[src/rtl/uart_tx_arbiter.sv]
// uart_tx_arbiter
//   Shares one UART transmitter between NUM_REQ byte producers. One pending
//   requester is picked, its byte is handed over with a one-cycle start
//   strobe, and ownership is held until the transmitter reports the end of
//   the frame (or a timeout forces the arbiter to give it up).
//
// Ports
//   clk            system clock, rising edge
//   rst_n          asynchronous active-low reset
//   req_valid      per-requester byte pending
//   req_data       packed bytes, requester i at [i*DATA_W +: DATA_W]
//   req_ready      one-cycle accept pulse to the granted requester
//   tx_o_start     one-cycle start strobe to the transmitter
//   tx_o_data      byte being sent, stable from start until release
//   tx_i_busy      transmitter occupied (only looked at in IDLE)
//   tx_i_done      end-of-frame pulse (only looked at in WAIT_DONE)
//   arb_o_owner    index of the current or last owner
//   arb_o_active   high in START and WAIT_DONE
//   arb_o_timeout  one-cycle pulse on a forced release
//
// Build option
//   UART_ARB_FIXED_PRIO_EN  lowest asserted index always wins and the
//                           round-robin pointer stays at 0.
//
// state     | meaning
// ----------+-------------------------------------------------------------
// IDLE      | no owner; grant when transmitter free and a request pending
// START     | single cycle: start strobe and req_ready out, pointer advances
// WAIT_DONE | owner holds the transmitter; counting towards timeout

module uart_tx_arbiter #(
  parameter  int NUM_REQ     = 4,
  parameter  int DATA_W      = 8,
  parameter  int TIMEOUT_CYC = 4096,
  localparam int IDX_W       = (NUM_REQ > 1) ? $clog2(NUM_REQ) : 1,
  localparam int CNT_W       = (TIMEOUT_CYC > 1) ? $clog2(TIMEOUT_CYC) : 1
) (
  input  logic                      clk,
  input  logic                      rst_n,
  input  logic [NUM_REQ-1:0]        req_valid,
  input  logic [NUM_REQ*DATA_W-1:0] req_data,
  output logic [NUM_REQ-1:0]        req_ready,
  output logic                      tx_o_start,
  output logic [DATA_W-1:0]         tx_o_data,
  input  logic                      tx_i_busy,
  input  logic                      tx_i_done,
  output logic [IDX_W-1:0]          arb_o_owner,
  output logic                      arb_o_active,
  output logic                      arb_o_timeout
);

  typedef enum logic [1:0] {
    S_IDLE      = 2'd0,
    S_START     = 2'd1,
    S_WAIT_DONE = 2'd2
  } state_t;

  state_t              r_state;
  logic [IDX_W-1:0]    r_ptr;
  logic [IDX_W-1:0]    r_owner;
  logic [CNT_W-1:0]    r_cnt;
  logic                r_start;
  logic [NUM_REQ-1:0]  r_ready;
  logic [DATA_W-1:0]   r_data;
  logic                r_active;
  logic                r_timeout;

  logic                w_any;
  logic [IDX_W-1:0]    w_winner;
  logic [NUM_REQ-1:0]  w_grant_oh;
  logic [DATA_W-1:0]   w_win_data;

  // Search upward from the pointer with wrap-around. In the fixed-priority
  // build the pointer never leaves 0, so this degenerates to lowest-index-wins.
  always_comb begin : p_pick
    int idx;
    idx        = 0;
    w_any      = 1'b0;
    w_winner   = '0;
    w_grant_oh = '0;
    w_win_data = '0;
    for (int k = 0; k < NUM_REQ; k++) begin
      idx = int'(r_ptr) + k;
      if (idx >= NUM_REQ) idx = idx - NUM_REQ;
      if (!w_any && req_valid[idx]) begin
        w_any           = 1'b1;
        w_winner        = IDX_W'(idx);
        w_grant_oh[idx] = 1'b1;
        w_win_data      = req_data[idx*DATA_W +: DATA_W];
      end
    end
  end

  always_ff @(posedge clk or negedge rst_n) begin
    if (!rst_n) begin
      r_state   <= S_IDLE;
      r_ptr     <= '0;
      r_owner   <= '0;
      r_cnt     <= '0;
      r_start   <= 1'b0;
      r_ready   <= '0;
      r_data    <= '0;
      r_active  <= 1'b0;
      r_timeout <= 1'b0;
    end else begin
      r_start   <= 1'b0;
      r_ready   <= '0;
      r_timeout <= 1'b0;
      case (r_state)
        S_IDLE: begin
          if (!tx_i_busy && w_any) begin
            r_state  <= S_START;
            r_owner  <= w_winner;
            r_data   <= w_win_data;
            r_start  <= 1'b1;
            r_ready  <= w_grant_oh;
            r_active <= 1'b1;
          end
        end
        S_START: begin
`ifdef UART_ARB_FIXED_PRIO_EN
          r_ptr <= '0;
`else
          // The owner drops to lowest priority for the next arbitration.
          if (r_owner == IDX_W'(NUM_REQ - 1)) r_ptr <= '0;
          else                                 r_ptr <= r_owner + 1'b1;
`endif
          r_cnt   <= '0;
          r_state <= S_WAIT_DONE;
        end
        S_WAIT_DONE: begin
          // A done pulse on the last allowed cycle is a normal completion.
          if (tx_i_done) begin
            r_state  <= S_IDLE;
            r_active <= 1'b0;
          end else if (r_cnt == CNT_W'(TIMEOUT_CYC - 1)) begin
            r_state   <= S_IDLE;
            r_active  <= 1'b0;
            r_timeout <= 1'b1;
          end else begin
            r_cnt <= r_cnt + 1'b1;
          end
        end
        default: begin
          r_state  <= S_IDLE;
          r_active <= 1'b0;
        end
      endcase
    end
  end

  assign req_ready     = r_ready;
  assign tx_o_start    = r_start;
  assign tx_o_data     = r_data;
  assign arb_o_owner   = r_owner;
  assign arb_o_active  = r_active;
  assign arb_o_timeout = r_timeout;

endmodule

[config.mk]
export PLATFORM = sky130hd
export DESIGN_NAME = uart_tx_arbiter
export DESIGN_NICKNAME = d
export VERILOG_FILES = /design/src/rtl/uart_tx_arbiter.sv
export SDC_FILE = /design/constraint.sdc
export NUM_CORES = 1
export LEC_CHECK = 0
export ABC_AREA = 1
export CORE_UTILIZATION = 45
export DETAILED_ROUTE_END_ITERATION = 8
export PLACE_DENSITY_LB_ADDON = 0.25
export SETUP_SLACK_MARGIN = 0.4
export SYNTH_ARGS = -nofsm -noshare
export SYNTH_HDL_FRONTEND = slang
export SYNTH_SLANG_ARGS = --single-unit
[constraint.sdc]
create_clock -name clk -period 2.4 [get_ports clk]
set_input_delay 0.6 -clock clk [delete_from_list [all_inputs] [get_ports clk]]
set_output_delay 0.6 -clock clk [all_outputs]
set_load 0.03 [all_outputs]
# ---- Word-level counts from Yosys, hierarchy flattened
# Cells that the tools add are included.
dict set report classes {
  n_addsub 9
  n_mul 0
  div_mod_pow 0
  order_cmp 12
  eq_ne 8
  shift 4
  n_mux 59
  bitwise 4
  reduce_logical 18
}
# operator n
set op_table {}
lappend op_table {{$ge 32x1->1 const B} 4}
lappend op_table {{$lt 32x4->1 const B} 4}
lappend op_table {{$mux 32} 4}
lappend op_table {{$shiftx 32x32->8} 4}
lappend op_table {{$mux 8} 4}
lappend op_table {{$mux 1} 24}
lappend op_table {{$mux 12} 2}
lappend op_table {{$mux 4} 6}
lappend op_table {{$pmux 12 s2} 1}
lappend op_table {{$mux 2} 8}
lappend op_table {{$add 12x1->12 const B} 1}
lappend op_table {{$eq 12x12->1 const B} 1}
lappend op_table {{$or 4x4->4} 3}
lappend op_table {{$sub 3x3->4 const B} 3}
lappend op_table {{$ge 3x3->1 const B} 3}
lappend op_table {{$bmux 1 s2} 4}
lappend op_table {{$demux 1 s2} 4}
lappend op_table {{$logic_and 1x1->1} 8}
lappend op_table {{$add 2x2->3 const B} 2}
lappend op_table {{$ne 2x2->1 const B} 3}
lappend op_table {{$pmux 2 s3} 1}
lappend op_table {{$reduce_and 3->1} 2}
lappend op_table {{$eq 2x2->1 const B} 2}
lappend op_table {{$logic_not 1->1} 4}
lappend op_table {{11 further kinds} 12}
dict set report totals {
  ff_bits 33
  latch_bits 0
  ramBits 0
  romBits 0
  output_inout_bits 17
  mem_count 0
}

# ---- Logic depth before layout (Yosys ltp)
# Gate-level depths: netlist of run 1.
dict set report logic_depth {
  depth_word 18
  mapped_depth 15
}

# ---- Worst setup path after synthesis of run 1
# OpenSTA, ideal clock, no wires.
dict set report synth_path {
  kind {flip-flop to flip-flop}
  start {register r_ptr[0]}
  end {register r_owner[1], in the netlist arb_o_owner[1]}
  arrival_ps 2139
  t_required_ps 2335
  setup_slack_ps 196
  stages_incl_launch_ff 16
  synth_period_minus_slack_ps 2204
  path_cell_list {dfrtp_1 -> buf_4 -> inv_2 -> buf_6 -> buf_2 -> ha_1 -> buf_2 -> nand3_1 -> nand2_1 -> nand3_1 -> nor2_2 -> buf_4 -> nand2_1 -> nand3_1 -> nand2_1 -> nand2_1}
}
dict set report synth_via {
  elab_chain_cells 17
  elab_cells_between_ends 43
  cone_classes {add/sub: 7; order compare: 4; mux: 24; reduce/logical: 8}
}
# element line_no
set synth_rtl {}
lappend synth_rtl {{start, declared} 59} ;# logic [IDX_W-1:0] r_ptr;
lappend synth_rtl {{start signal, assigned} 126} ;# else r_ptr <= r_owner + 1'b1;
lappend synth_rtl {{branches (longest 17 deep; another with $sub 3x3->4)} -}
lappend synth_rtl {{end signal, assigned} 113} ;# r_owner <= w_winner;
lappend synth_rtl {{end, declared} 60} ;# logic [IDX_W-1:0] r_owner;
# Several ways; the timed one is not identified. The select of a mux whose other input is x is not followed.
# A chain may end at the register's enable or synchronous reset.

# ---- Worst setup path in the final report of run 1
dict set report layout_path {
  start {register r_data[4], in the netlist tx_o_data[4]}
  end {output tx_o_data[4]}
}
# element line_no
set layout_rtl {}
lappend layout_rtl {{start, declared} 64} ;# logic [DATA_W-1:0] r_data;
lappend layout_rtl {{start signal, assigned} 114} ;# r_data <= w_win_data;
lappend layout_rtl {{end, declared} 44} ;# output logic [DATA_W-1:0] tx_o_data,
# No word-level cell between the ends.

==> results of run 1 <==
## per-stage QoR
step	setup slack, ns	instance area [µm²]	total power (µW)	cells
floorplan	0.402	3180	3620	540
global placement	-0.108	3790	4480	664
detailed placement	-0.230	3790	4570	664
CTS	0.418	4010	5410	678
global route	0.379	4060	5990	680
finish	0.446	4060	5530	680
## cells in the final DEF (no fill, tap or decap), types with 2 or more instances in the layout
master and instances:
inv_4 2, a21boi_0 4, dfrtp_1 32, inv_2 2
nand2_2 6, clkbuf_8 6, nand4_1 20, buf_4 14
o31ai_1 2, buf_6 3, xnor2_1 2, a21oi_1 13
nand3_2 3, dlymetal6s2s_1 3, buf_12 4, nand3_1 80
nor2_4 3, ha_1 6, nor2_1 17, inv_1 61
nand2_1 220, nor3_1 6, o21ai_1 4, clkdlybuf4s50_1 52
o21ai_0 22
## registers in the layout, summed over array words and instances, names as in the netlist
name	flops
r_state	2
req_ready	4
arb_o_owner	2
r_ptr	2
r_cnt	12
tx_o_start	1
arb_o_timeout	1
tx_o_data	8
arb_o_active	1
## cell families after synthesis
| group | Yosys count | share of synthesized area |
|---|---|---|
| buffers and inverters | 91 | 0.122 |
| AND/OR/NAND/NOR | 357 | 0.489 |
| adder cells (fa/ha/maj) | 8 | 0.0320 |
| XOR/XNOR | 2 | 0.00559 |
| AO/OA/AOI/OAI | 49 | 0.0875 |
| flip-flops | 33 | 0.264 |
## where the power goes
group	leakage [µW]	switching [µW]	internal, µW
logic	0.00169	2590	1550
clock network	0.0000585	200	338
registers	0.000436	131	720
total	0.00218	2920	2610
## final cells by class
cell class,instances,area share
clock inverters,1,0.00740
flip-flops and latches,33,0.204
multi-input cells,416,0.486
well taps,80,0.0247
inverters,66,0.0632
repair buffers,77,0.194
clock buffers,7,0.0213
## timing repair
item	in CTS	in global routing
setup buffers	6	2
gates cloned	0	0
resized for setup	11	12
setup endpoints to repair	19	23
pin swaps	3	2
## final timing paths
check	to	from	cells after the start	slack [ns]
worst max-delay path	tx_o_data[4]	tx_o_data[4]	1	0.45
worst min-delay path	tx_o_data[5]	tx_o_data[5]	2	0.51
worst max register to register	tx_o_data[4]	r_ptr[0]	11	0.48
worst min register to register	tx_o_data[5]	tx_o_data[5]	2	0.51
max in group asynchronous	r_ptr[0]	rst_n	2	1.36
min in group asynchronous	arb_o_timeout	rst_n	2	0.72
## routing by layer
layer	part of all wire	global-route usage	routed length [µm]	vias to the layer above
li1	-	-	-	1853
met1	0.46	0.310	4040	1667
met2	0.49	0.442	4290	123
met3	0.042	0.0331	370	12
met4	0.013	0.0864	117	0
met5	0	0	0	-
==> results.rst, run 1 <==
.. list-table::
   :header-rows: 1

   * - Metric
     - Value
   * - Proportion of synthesized chip area in sequential cells
     - 0.264
   * - Cells after Synth
     - 540
   * - Cell area power density
     - 1360 mW/mm²
   * - Gr ovfl total
     - 0
   * - Period utilisation layout
     - 0.814
   * - ANT nets after route
     - 0
   * - Detailed-route via count
     - approximately 3700
   * - Area share of the largest cell type after synthesis
     - 0.267
   * - Initial drt markers
     - about 270
   * - Series of cell instances along the critical path
     - clkdlybuf4s50_1
   * - Net count, final
     - 647
   * - Critical path class
     - reg -> out
   * - Largest net degree at the start of global routing
     - 54
   * - Multi-input combinational cell area
     - 0.00197 mm²
   * - Die area
     - roughly 0.0073 mm²
   * - Number of enable-type register cells in the synthesized netlist
     - 0
   * - Cell family with the largest share of critical-path delay
     - buffers and inverters
   * - CP required
     - 1.80 ns
   * - Ant diodes
     - 0
   * - Main flop type after synthesis
     - dfrtp_1
   * - Leakage power
     - 0.00218 µW
   * - Clock insertion delay at the later pin of the skew report
     - 0.28 ns
   * - Number of antenna violations at the first check in global routing
     - 0
   * - Transition at the pin with the smallest max-transition slack
     - between 0.5 and 0.6 ns
   * - Number of global-route vias before repair
     - approximately 3400
   * - Overall die width
     - 85.4 µm
   * - Fmax
     - between 500 and 600 MHz
   * - CTS Hold Buffers Added
     - 0
   * - Flip-flop and latch count after synthesis
     - 33
   * - Post-layout min period
     - 1.95 ns
   * - Cell Area, Synth
     - approximately 0.0031 mm²
   * - Final Routed Wirelength
     - 8820 µm
   * - Cell chosen for the clock root
     - clkbuf_8
   * - Kind of launch point of the worst setup path
     - flip-flop
   * - # setup viols final
     - 0
   * - Crit path arrival time
     - between 1 and 1.5 ns
   * - Worst vdd ir
     - between 0.0005 and 0.0006 V
   * - Effective utilization at floorplan
     - 0.464
   * - Die Span Y
     - 85.4 µm
   * - Total CTS buffers
     - 5
   * - Number of iterations in the first detailed-routing pass
     - 5
   * - Worst setup EP type
     - output pin
   * - Slowest stage cell on the critical path
     - clkdlybuf4s50_1
   * - Overall global routing resource usage
     - 0.249
   * - Max-capacitance violation count
     - 0
   * - Most frequent cell after synthesis
     - nand2_1
   * - Share of async-settable or async-resettable flops after synthesis
     - 1.00
   * - DRC violation count after routing
     - 0
   * - Worst-case hold slack
     - 0.507 ns
   * - Fill count
     - between 600 and 700
   * - Share of layout cells above drive strength 1
     - 0.0883
   * - Post-detailed-route wirelength per cell
     - 13.0 µm
   * - Syn-to-layout area delta
     - 29.5%
   * - Final HPWL from detailed placement
     - roughly 6300 µm
   * - Register cell area after layout
     - between 800 and 900 µm²
   * - Final weighted congestion in routability-driven placement
     - 0.910
   * - Result of the run
     - complete, no violations
   * - Routed via count divided by cell count
     - 5.38
   * - Remaining max-slew budget at the tightest pin
     - 0.662
   * - CTS tree
     - built
   * - Count of H-tree levels built during CTS
     - 2
   * - RSZ-0062 raised after global routing
     - yes
   * - Clock sinks
     - 33
   * - Synthesized area per cell
     - about 5.8 µm²
   * - Global-route wire length before repair
     - ~15000 µm
   * - Post-synthesis net count
     - just under 600
   * - Final Slew Violations
     - 0
   * - Top cell type by total area after synthesis
     - nand2_1
   * - Class of the most critical hold timing path
     - reg -> reg
   * - Count of final hold-check violations
     - 0
   * - Synth cell count leaders
     - nand2_1, nand3_1, inv_1
   * - Clk pin slew, worst setup/hold paths
     - approximately 0.07 ns
   * - Final core utilization
     - 0.600
   * - Area inside the core boundary
     - 0.00676 mm²
   * - Worst Path Max Fanout
     - 2
   * - YS warnings
     - 0
   * - Count of pins on the block boundary
     - 57
   * - Delay of the slowest cell on the worst path
     - 0.69 ns
   * - Setup Skew
     - 0.00354 ns
   * - CTS Buffer Depth
     - 2
   * - Cell Rows
     - 30
   * - Input/output buffers
     - 56
   * - Ranking of synthesized cells by area
     - nand2_1, dfrtp_1, nand3_1
   * - Buffers and inverters on the worst path
     - 1
   * - Library cells used by synthesis
     - 28
   * - Setup TNS after final layout
     - 0 ns
No activity file was read; power rests on OpenSTA's default activity.
==> run 2, diff against run 1 <==
==> constraint.sdc (replaced) <==
create_clock -name clk -period 2 [get_ports clk]
set_input_delay 0.5 -clock clk [delete_from_list [all_inputs] [get_ports clk]]
set_output_delay 0.5 -clock clk [all_outputs]
set_load 0.03 [all_outputs]
==> run 2 against run 1 <==
Against the previous run: sequential share of layout area fell by 1.8 points; cell count grew 3.8%; clock power up 21%; critical path depth grew 11; combinational power increased by 39%; clock skew increased by 0.0032 ns; design area is 9.4% higher; register-to-register slack got worse by 0.32 ns; routed wire length grew 9.6%; via count increased by 4.0%; global-route usage grew 2.2 points.
==> results.rst, run 2 (same netlist as run 1, synthesis figures left out) <==
.. list-table::
   :header-rows: 1

   * - Metric
     - Value
   * - Period utilisation layout
     - 0.920
   * - Share of layout cells above drive strength 1
     - 0.169
   * - Terminating pin of the worst hold path
     - tx_o_data[3]
   * - Net count, final
     - 673
   * - Launch point of the worst reg-to-reg path
     - r_ptr[0]
   * - Hold path depth
     - 2
   * - Worst Path Max Fanout
     - 15
   * - Die Span Y
     - approximately 85 µm
   * - DRC violation count after routing
     - 0
   * - Kind of launch point of the worst setup path
     - flip-flop
   * - Effective utilization at floorplan
     - 0.464
   * - Ant diodes
     - 0
   * - Cells on worst reg2reg path
     - 12
   * - Largest net degree at the start of global routing
     - 50
   * - Overall global routing resource usage
     - 0.271
   * - Global-route wire length before repair
     - 16000 µm
   * - Clock sinks
     - 33
   * - Count of H-tree levels built during CTS
     - 2
   * - Count of final hold-check violations
     - 0
   * - Setup Skew
     - 0.00678 ns
   * - Post-detailed-route wirelength per cell
     - approximately 14 µm
   * - Die area
     - 0.00730 mm²
   * - Slowest stage cell on the critical path
     - dfrtp_1
   * - Overall die width
     - around 85 µm
   * - Max-capacitance violation count
     - 0
   * - Initial drt markers
     - 205
   * - Register ranked first by flip-flop count
     - r_cnt
   * - Setup slack of the most critical reg-to-reg path
     - 0.16 ns
   * - Crit path arrival time
     - 2.02 ns
   * - Clk pin slew, worst setup/hold paths
     - 0.07 ns
   * - Routed via count divided by cell count
     - 5.39
   * - Final core utilization
     - 0.657
   * - CTS Buffer Depth
     - 2
   * - Class of the most critical hold timing path
     - reg -> reg
   * - Final Routed Wirelength
     - approximately 9700 µm
   * - Leakage power
     - 0.00239 µW
   * - Input/output buffers
     - 56
   * - Endpoint of the worst-slack reg-to-reg timing path
     - tx_o_data[3]
   * - Number of global-route vias before repair
     - 3501
   * - Final Slew Violations
     - 0
   * - Internal power consumption
     - ~3600 µW
   * - Post-layout min period
     - 1.84 ns
   * - Commonest non-fill, non-tap cell in the layout
     - nand2_1
   * - Cell area power density
     - 1670 mW/mm²
   * - Detailed-route via count
     - 3802
   * - Number of flip-flops in the largest register
     - 12
   * - Delay of the slowest cell on the worst path
     - 0.43 ns
   * - Clock insertion delay at the later pin of the skew report
     - 0.29 ns
   * - Fmax
     - 543 MHz
   * - Count of pins on the block boundary
     - 57
   * - Transition at the pin with the smallest max-transition slack
     - 0.427 ns
   * - CTS tree
     - built
   * - Worst-case hold slack
     - 0.499 ns
   * - RSZ-0062 raised after global routing
     - yes
   * - Critical path class
     - reg -> reg
   * - Number of antenna violations at the first check in global routing
     - 0
   * - Series of cell instances along the critical path
     - inv_4 > ha_4 > inv_4 > buf_12 > nand2_4 > nand2_4 > nor2_4 > nand3_4 > nand3_4 > inv_8 > nand2_1 > nand2_1
   * - Number of iterations in the first detailed-routing pass
     - 5
   * - ANT nets after route
     - 0
   * - Relative contribution of the clock network to total power
     - 0.088
   * - Worst vdd ir
     - 0.000594 V
   * - Gr ovfl total
     - 0
   * - Result of the run
     - complete, no violations
   * - Final HPWL from detailed placement
     - ~6400 µm
   * - # setup viols final
     - 0
   * - CP required
     - 2.18 ns
   * - Pre-CTS setup slack
     - -0.512 ns
   * - Setup TNS after final layout
     - 0 ns
   * - Proportion of power drawn by combinational gates
     - 0.777
   * - Sequential cell fraction of total power
     - 0.135
   * - Worst setup EP type
     - flip-flop
   * - Hold Startpoint
     - tx_o_data[3]
   * - Syn-to-layout area delta
     - 41.7%
   * - Cell Rows
     - 30
   * - Remaining max-slew budget at the tightest pin
     - 0.715
   * - Cell chosen for the clock root
     - clkbuf_8
   * - Final weighted congestion in routability-driven placement
     - 0.890
   * - Buffers and inverters on the worst path
     - 4
   * - Area inside the core boundary
     - 0.00676 mm²
   * - Switching power
     - 3810 µW
   * - Commonest cells after routing, fill and taps aside
     - nand2_1, nand3_1, inv_1, clkdlybuf4s50_1, dfrtp_1
   * - Cell family with the largest share of critical-path delay
     - simple AND/OR/NAND/NOR gates
   * - Final worst-path setup slack
     - between 0.15 and 0.2 ns
   * - Total CTS buffers
     - 5
   * - Switching Share
     - 0.515
## run 2: changes by cell type in the layout (fill, tap and decap cells not counted), moves of 4 or more
cell / before / now
clkdlybuf4s50_1: 52 / 35
dlygate4sd2_1: 1 / 17
buf_4: 14 / 29
nand2_1: 220 / 207
nand2_2: 6 / 17
buf_6: 3 / 12
nand3_1: 80 / 76
nand3_4: 0 / 4
## run 2: power groups by stage
stage	combinational, µW	sequential, µW	clock, µW
after global placement	4590	1010	0
after floorplan	3190	1250	0
after detailed placement	4670	1020	0
after global routing	6270	1010	680
after CTS	5550	994	660
final	5740	1000	650
## run 2: stage by stage
stage	instance area (µm²)	std cells	total power, µW
after floorplan	3210	540	4440
after global placement	3900	678	5600
after detailed placement	3900	678	5680
after CTS	4340	703	7200
after global routing	4440	706	7970
final	4440	706	7390
## run 2: worst max path at each step
stage                            start      endpoint  cells past startpoint  slack (ns)
after global routing          r_ptr[0]  tx_o_data[6]                     11        0.09
after floorplan               r_ptr[0]  req_ready[1]                     15       0.002
after detailed placement  req_valid[0]  tx_o_data[3]                      9       -0.51
after global placement    req_valid[0]  tx_o_data[3]                      9       -0.48
final                         r_ptr[0]  tx_o_data[3]                     12        0.16
after CTS                     r_ptr[0]  tx_o_data[3]                     12        0.18
## run 2: metal layers
metal  part of all wire  GRT usage  wire length [µm]
met5                  0          0                 0
met4              0.015     0.0742               144
met3              0.058     0.0302               556
met2               0.48      0.460              4600
met1               0.45      0.367              4370
## run 2: repair_timing
| item | in CTS | in global routing |
|---|---|---|
| setup buffers | 15 | 3 |
| hold buffers | 0 | 0 |
| pin swaps | 21 | 9 |
| gates resized for setup | 65 | 29 |
| cloned | 2 | 0 |
| endpoints found under the setup margin | 46 | 31 |
## run 2: layout make-up
cell class / instances / area [µm²]
clock inverter: 1 / 30.0
multi-input combinational: 416 / 2130
sequential: 33 / 826
inverter: 66 / 263
tap: 80 / 100
clock buffer: 7 / 86.3
fill: 616 / 2320
timing repair buffer: 103 / 1010
## run 2: worst reg2reg max path: stages (launching register included)
cell,delay (ns)
dfrtp_1,0.43
inv_4,0.07
ha_4,0.30
inv_4,0.06
buf_12,0.13
nand2_4,0.07
nand2_4,0.05
nor2_4,0.16
nand3_4,0.12
nand3_4,0.15
inv_8,0.07
nand2_1,0.09
nand2_1,0.05
